**src/rtl/shift_reg_universal_if.sv**
```systemverilog
// Control/data bundle for the universal shift register: the master drives mode and data,
// the slave (the register) returns its contents and status.
interface shift_reg_universal_if #(
  parameter int unsigned WIDTH = 8
);
  logic [1:0]       ch;
  logic [WIDTH-1:0] d;
  logic             sin;
  logic             rotate;
  logic             bounce;
  logic [WIDTH-1:0] q;
  logic             step;
  logic             dir;

  modport master (
    output ch, d, sin, rotate, bounce,
    input  q, step, dir
  );

  modport slave (
    input  ch, d, sin, rotate, bounce,
    output q, step, dir
  );
endinterface

```
**src/rtl/shift_reg_universal.sv**
```systemverilog
// Universal shift register with load/hold/shift/rotate, a step prescaler and an
// autonomous bounce mode that reverses direction whenever the lit bit reaches an end.
module shift_reg_universal #(
  parameter int unsigned     WIDTH    = 8,
  parameter int unsigned     PRESCALE = 1,
  parameter logic [WIDTH-1:0] INIT    = 'h01
) (
  input  logic                  clk,
  input  logic                  reset_n,
  shift_reg_universal_if.slave  bus
);

  localparam int unsigned CntW = (PRESCALE > 1) ? $clog2(PRESCALE) : 1;

  typedef enum logic [1:0] {StManual, StBR2L, StBL2R} state_e;

  state_e           st_q, st_d;
  logic [WIDTH-1:0] q_q, q_d;
  logic [CntW-1:0]  cnt_q, cnt_d;
  logic             dir_q, dir_d;
  logic             step_q, step_d;
  logic             tick;
  logic             man_in;

  assign tick = (cnt_q == CntW'(PRESCALE - 1));

  always_comb begin
    q_d    = q_q;
    cnt_d  = cnt_q;
    st_d   = st_q;
    dir_d  = dir_q;
    step_d = 1'b0;
    man_in = bus.rotate ? ((bus.ch == 2'b01) ? q_q[0] : q_q[WIDTH-1]) : bus.sin;

    if (bus.ch == 2'b00) begin
      q_d   = bus.d;
      cnt_d = '0;
      st_d  = StManual;
      dir_d = 1'b0;
    end else if (bus.ch != 2'b11) begin
      cnt_d = tick ? '0 : cnt_q + 1'b1;
      if (bus.bounce) begin
        // Bounce always shifts in 0; the end test picks the direction for this tick.
        case (st_q)
          StBR2L: begin
            if (tick) begin
              step_d = 1'b1;
              if (q_q[WIDTH-1]) begin
                st_d = StBL2R;
                q_d  = {1'b0, q_q[WIDTH-1:1]};
              end else begin
                q_d  = {q_q[WIDTH-2:0], 1'b0};
              end
            end
          end
          StBL2R: begin
            if (tick) begin
              step_d = 1'b1;
              if (q_q[0]) begin
                st_d = StBR2L;
                q_d  = {q_q[WIDTH-2:0], 1'b0};
              end else begin
                q_d  = {1'b0, q_q[WIDTH-1:1]};
              end
            end
          end
          default: st_d = StBR2L;
        endcase
        dir_d = (st_d == StBL2R);
      end else begin
        st_d = StManual;
        if (tick) begin
          step_d = 1'b1;
          q_d    = (bus.ch == 2'b01) ? {man_in, q_q[WIDTH-1:1]} : {q_q[WIDTH-2:0], man_in};
        end
      end
    end
  end

  always_ff @(posedge clk or negedge reset_n) begin
    if (!reset_n) begin
      q_q    <= INIT;
      cnt_q  <= '0;
      st_q   <= StManual;
      dir_q  <= 1'b0;
      step_q <= 1'b0;
    end else begin
      q_q    <= q_d;
      cnt_q  <= cnt_d;
      st_q   <= st_d;
      dir_q  <= dir_d;
      step_q <= step_d;
    end
  end

  assign bus.q    = q_q;
  assign bus.step = step_q;
  assign bus.dir  = dir_q;

endmodule

```
**src/flat_wrapper.sv**
```systemverilog
// flat-port wrapper written by rule: the top's interface ports become plain ports
module shift_reg_universal_flat 
#(
  parameter int unsigned     WIDTH    = 8,
  parameter int unsigned     PRESCALE = 1,
  parameter logic [WIDTH-1:0] INIT    = 'h01
)
  (clk, reset_n, bus_ch, bus_d, bus_sin, bus_rotate, bus_bounce, bus_q, bus_step, bus_dir);
  shift_reg_universal_if #(.WIDTH(WIDTH)) bus_i ();
  input  logic clk;
  input  logic reset_n;
  input wire logic [$bits(bus_i.ch)-1:0] bus_ch;
  input wire logic [$bits(bus_i.d)-1:0] bus_d;
  input wire logic [$bits(bus_i.sin)-1:0] bus_sin;
  input wire logic [$bits(bus_i.rotate)-1:0] bus_rotate;
  input wire logic [$bits(bus_i.bounce)-1:0] bus_bounce;
  output wire logic [$bits(bus_i.q)-1:0] bus_q;
  output wire logic [$bits(bus_i.step)-1:0] bus_step;
  output wire logic [$bits(bus_i.dir)-1:0] bus_dir;
  assign bus_i.ch = bus_ch;
  assign bus_i.d = bus_d;
  assign bus_i.sin = bus_sin;
  assign bus_i.rotate = bus_rotate;
  assign bus_i.bounce = bus_bounce;
  assign bus_q = bus_i.q;
  assign bus_step = bus_i.step;
  assign bus_dir = bus_i.dir;
  shift_reg_universal #(.WIDTH(WIDTH), .PRESCALE(PRESCALE), .INIT(INIT)) u_core (.clk(clk), .reset_n(reset_n), .bus(bus_i));
endmodule
```
**config.mk**
```make
export PLATFORM = sky130hd
export DESIGN_NAME = shift_reg_universal_flat
export DESIGN_NICKNAME = d
export VERILOG_FILES = /design/src/rtl/shift_reg_universal_if.sv /design/src/rtl/shift_reg_universal.sv /design/src/flat_wrapper.sv
export SDC_FILE = /design/constraint.sdc
export NUM_CORES = 1
export LEC_CHECK = 0
export CAP_MARGIN = 10
export CORE_UTILIZATION = 47
export CTS_CLUSTER_DIAMETER = 40
export DETAILED_ROUTE_END_ITERATION = 8
export GPL_TIMING_DRIVEN = 0
export PLACE_DENSITY = 0.72
export SLEW_MARGIN = 20
export SYNTH_ARGS = -nofsm -noshare
export SYNTH_HDL_FRONTEND = slang
export SYNTH_SLANG_ARGS = --single-unit
```
**constraint.sdc**
```tcl
create_clock -name clk -period 3.44 [get_ports clk]
set_input_delay 0.688 -clock clk [delete_from_list [all_inputs] [get_ports clk]]
set_output_delay 0.688 -clock clk [all_outputs]
set_load 0.01 [all_outputs]
```
* Yosys cells after proc, flatten, opt, wreduce, memory -nomap -nowiden
Cells that the tools add are included.
** Operators by class
- Add/subtract/negate cells :: 1
- Equal/unequal tests :: 9
- Mux-type cells :: 34
- Reduce and logical (&&, ||, !) cells :: 6
** Operators by type and width (count)
- $mux W8 :: 9
- $mux W2 :: 10
- $pmux W8 S2 :: 1
- $mux W1 :: 13
- $ne A3 B3 Y1 const B :: 3
- $reduce_and A5 Y1 :: 1
- $eq A2 B1 Y1 const B :: 2
- $eq A2 B2 Y1 const B :: 2
- $ne A4 B1 Y1 const B :: 1
- $pmux W2 S2 :: 1
- $reduce_bool A2 Y1 :: 2
- $logic_not A2 Y1 :: 1
- $ne A2 B2 Y1 const B :: 1
- $reduce_and A2 Y1 :: 1
- $reduce_or A2 Y1 :: 1
- $add A1 B1 Y1 const B :: 1
** Word-level totals
- Register bits after elaboration :: 13
- Input port bits :: 15
- Output and inout bits :: 10

* Logic depth before layout (Yosys ltp)
- Word-level depth :: 10
- Mapped depth :: 8

* Least setup slack after synthesis
OpenSTA, ideal clock, no wires.
- Kind :: input -> register
- Start :: input bus_bounce
- End :: register u_core.q_q[4], in the netlist u_core.bus.q[4]
- Library setup time :: 0.141 ns
- Data arrival time :: 1.778 ns
- Data required time :: 3.299 ns
- Slack :: 1.522 ns
- Stages :: 6
- Buffers on the path :: 2
- Cells stage by stage :: buf_4 or3b_1 maj3_2 buf_6 nor2_2 a31oi_2
** Between the ends
- Cells in the longest elaborated chain, start to end :: 3
- Elaborated cells between the ends (all ways) :: 6
- Classes of those cells :: eq/ne: 2; mux: 3; reduce/logical: 1
** RTL lines
- from (decl) :: RTL line flat_wrapper.sv:16 : input wire logic [$bits(bus_i.bounce)-1:0] bus_bounce;
- branches (longest 3 deep; another with $reduce_and A5 Y1)
- to (signal assigned) :: RTL line shift_reg_universal.sv:88 : q_q <= q_d;
- to (decl) :: RTL line shift_reg_universal.sv:18 : logic [WIDTH-1:0] q_q, q_d;
Parallel ways; which one is timed is not known. The select of a mux whose other input is x is not followed.
A chain may end at the register's enable or synchronous reset.

* Final worst setup path
- Start :: input bus_ch[1]
- End :: register u_core.q_q[3], in the netlist u_core.bus.q[3]
** Between the ends
- Cells in the longest elaborated chain, start to end :: 6
- Elaborated cells between the ends (all ways) :: 14
- Classes of those cells :: eq/ne: 6; mux: 5; reduce/logical: 3
** RTL lines
- from (decl) :: RTL line flat_wrapper.sv:12 : input wire logic [$bits(bus_i.ch)-1:0] bus_ch;
- $eq A2 B1 Y1 :: RTL line shift_reg_universal.sv:74 : q_d = (bus.ch == 2'b01) ? {man_in, q_q[WIDTH-1:1]} : {q_q[WIDTH-2:0], man_in};
- $mux W8 :: RTL line shift_reg_universal.sv:74
- $mux W8 :: RTL line shift_reg_universal.sv:72 : if (tick) begin
- $mux W8 :: RTL line shift_reg_universal.sv:42 : if (bus.bounce) begin
- $mux W8 :: RTL line shift_reg_universal.sv:40 : end else if (bus.ch != 2'b11) begin
- $mux W8 :: RTL line shift_reg_universal.sv:35 : if (bus.ch == 2'b00) begin
Several ways; a longest one is shown, not always the timed one. The select of a mux whose other input is x is not followed.

==> impl_results.md <==
- Run status: finished, final reports clean
- Number of remaining DRC errors: 0
- Largest net degree at the start of global routing: 13
- TritonCTS buffer count: 3
- Clock Path Buffers: 2
- Clk_skew: roughly 0.012 ns
- Power, Total: ~560 uW
- Sequential area share after synthesis: 0.2835
- Worst r2r path cells: 8
- DR iter-0 viols: 39
- CTS H-tree depth: 1
- Die area: between 2000 and 2500 sq um
- Most frequent cells in the layout: 22 x clkdlybuf4s50_1, 15 x o21ai_0, 12 x nor2_1
- Hold Path Stages: 2
- Min Hold Slack: slightly below 0.5 ns
- Most common cell after layout, fill and taps aside: clkdlybuf4s50_1
- Floorplan core area: between 2000 and 2500 sq um
- Row cnt: 16
- Post-synth top flop: dfrtp_1
- Io pins: 25
- PD cells: a little over 400 nW/um^2
- Area Growth Syn to Fin: 26.35%
- Setup TNS Final: 0 ns
- Critical path class: in2reg
- DR WL/cell: 15.93 microns
- Yosys warns: 0
- Ys async rst share: 1.000
- DRT Pass-1 Iters: 4
- Post-CTS Repair Setup Buffers: 0
- Worst Max-Slew Pin Slew: just over 0.6 ns
- Cell area after synthesis: around 1100 sq um
- Startpoint Class: primary input
- Ant. Diodes: 0
- Die height: 49.57 microns
- # setup viols final: 0
- Slew headroom: 0.5950
- Post-DP HPWL: about 2100 microns
- Number of synthesized flops with an enable pin: 0
- Mapped Cells: approximately 130
- Clock Sinks: 12
- DRT antenna net count: 0
- All-layer global routing usage: 0.2542
- Clk_lat worst skew: between 0.2 and 0.3 ns
- Post-synthesis cell type count: 50
- Multi-input logic area: 673.1 sq um
- Vias in the first global route: a little over 1000
- Via count: 1092
- CTS tree: done
- Synthesized flop and latch total: 12
- Syn_area_per_cell: between 8 and 9 sq um
- Initial Utilization: 0.5208
- Synth Net Count: around 150
- Critical Path Sink Type: flop
- Die W: between 40 and 50 microns
- Post-Route WL: around 2900 microns
- Port Buffers: 22
- Final Hold Fails: 0
- Grt ovf: 0
- Max Slew Vio Count: 0
- Nets: 176
- Ratio of final minimum period to clock period: 0.6142
- Max Cap Viol: 0
- First-pass GRT wire length: roughly 4800 microns
- Share of layout cells above drive strength 1: 0.1274
- Max VDD drop: 243.8 uV
- RePlAce Congestion: around 0.87
- RSZ-0062 raised after global routing: no
- Initial antenna violation count: 0
- Cts hold-fix bufs: 0
- CTS root buffer: clkbuf_4
- Worst hold path type: reg2reg
- Arr. time, crit path: about 2.3 ns
- Leakage: slightly above 0.5 nW
- CTS-repair resized insts: 0
- Post-route minimum period: between 2 and 2.5 ns
- Maximum clock frequency: between 400 and 500 MHz
- Crit path required time: approximately 3.7 ns
- Average via count per standard cell: roughly 5.9
- Fillers: about 190
- Reg area: between 300 and 400 sq um
- Clk slew on worst S/H paths: around 0.090 ns
- Max FO, Critical Path: 10
## logic make-up after synthesis
family | Yosys count | share of synthesized area
AOI/OAI and AO/OA | 53 | 0.3541
and+or+nand+nor | 40 | 0.1965
buffers and inverters | 18 | 0.08352
DFF | 12 | 0.2835
adders and majority gates | 5 | 0.05530
muxes | 2 | 0.01882
xor gates and xnor gates | 1 | 0.008237
## Yosys cell counts, drive strengths merged, types with 2 or more instances
master  instances  share of area
a211o           3          0.025
a21oi           7          0.033
a221o           2          0.019
a31oi           7          0.065
buf             5          0.038
clkbuf          6          0.021
dfrtp          11           0.26
ha              3          0.035
inv             6          0.021
maj3            2          0.020
mux2i           2          0.019
nand2           9          0.032
nand2b          2          0.012
nor2           16          0.066
nor2b           3          0.018
o21ai          16          0.075
o22a            2          0.016
o22ai           2          0.012
o31ai           2          0.014
## state kept, by name, indices dropped and copies added, names as in the netlist
signal,flops
u_core.bus.q,8
u_core.st_q,2
u_core.bus.step,1
u_core.bus.dir,1
## layer usage
| layer | track usage | vias to the layer above | wire length (microns) | part of all wire |
|---|---|---|---|---|
| li1 | - | 536 | - | - |
| met5 | 0 | - | 0 | 0 |
| met2 | 0.3806 | 60 | 1246 | 0.43 |
| met4 | 0.06190 | 0 | 37 | 0.013 |
| met3 | 0.04012 | 8 | 250 | 0.085 |
| met1 | 0.3774 | 488 | 1398 | 0.48 |
## cell type report
| type | count | area share |
|---|---|---|
| well taps | 27 | 0.02514 |
| inverters | 7 | 0.01955 |
| multi-input cells | 101 | 0.5009 |
| plain buffers | 11 | 0.04655 |
| flip-flops and latches | 12 | 0.2244 |
| repair buffers | 22 | 0.1639 |
| clock buffers | 4 | 0.01955 |
## critical path, stage by stage
cell and delay (ns):
clkdlybuf4s50_1 0.52, buf_2 0.22, clkbuf_1 0.38, nor2_1 0.10
o31ai_1 0.27, o22a_1 0.17
## per-stage QoR
step                utilization  instance area (sq um)  instances  setup slack (ns)
detailed placement       0.6452                   1318        180             1.061
CTS                      0.6581                   1344        184             1.337
finish                   0.6581                   1344        184             1.327
global placement         0.6452                   1318        180             1.092
floorplan                     -                   1064        131             1.522
global route             0.6581                   1344        184             1.262
## where the power goes
| part | switching (mW) | total (mW) | internal, mW |
|---|---|---|---|
| Clock | 0.0532 | 0.0982 | 0.0450 |
| Combinational | 0.128 | 0.255 | 0.127 |
| Sequential | 0.0366 | 0.205 | 0.169 |
| Total | 0.218 | 0.559 | 0.341 |
## final timing paths
| kind | slack, ns | start | to |
|---|---|---|---|
| max | 1.33 | bus_ch[1] | u_core.bus.q[3] |
| min | 0.49 | u_core.bus.dir | u_core.bus.dir |
| max reg2reg | 1.40 | u_core.st_q[0] | u_core.bus.q[4] |
| min reg2reg | 0.49 | u_core.bus.dir | u_core.bus.dir |
| max in group asynchronous | 2.26 | reset_n | u_core.st_q[0] |
| min in group asynchronous | 0.78 | reset_n | u_core.bus.q[2] |
Note: power is estimated with default switching activity, not from simulation.
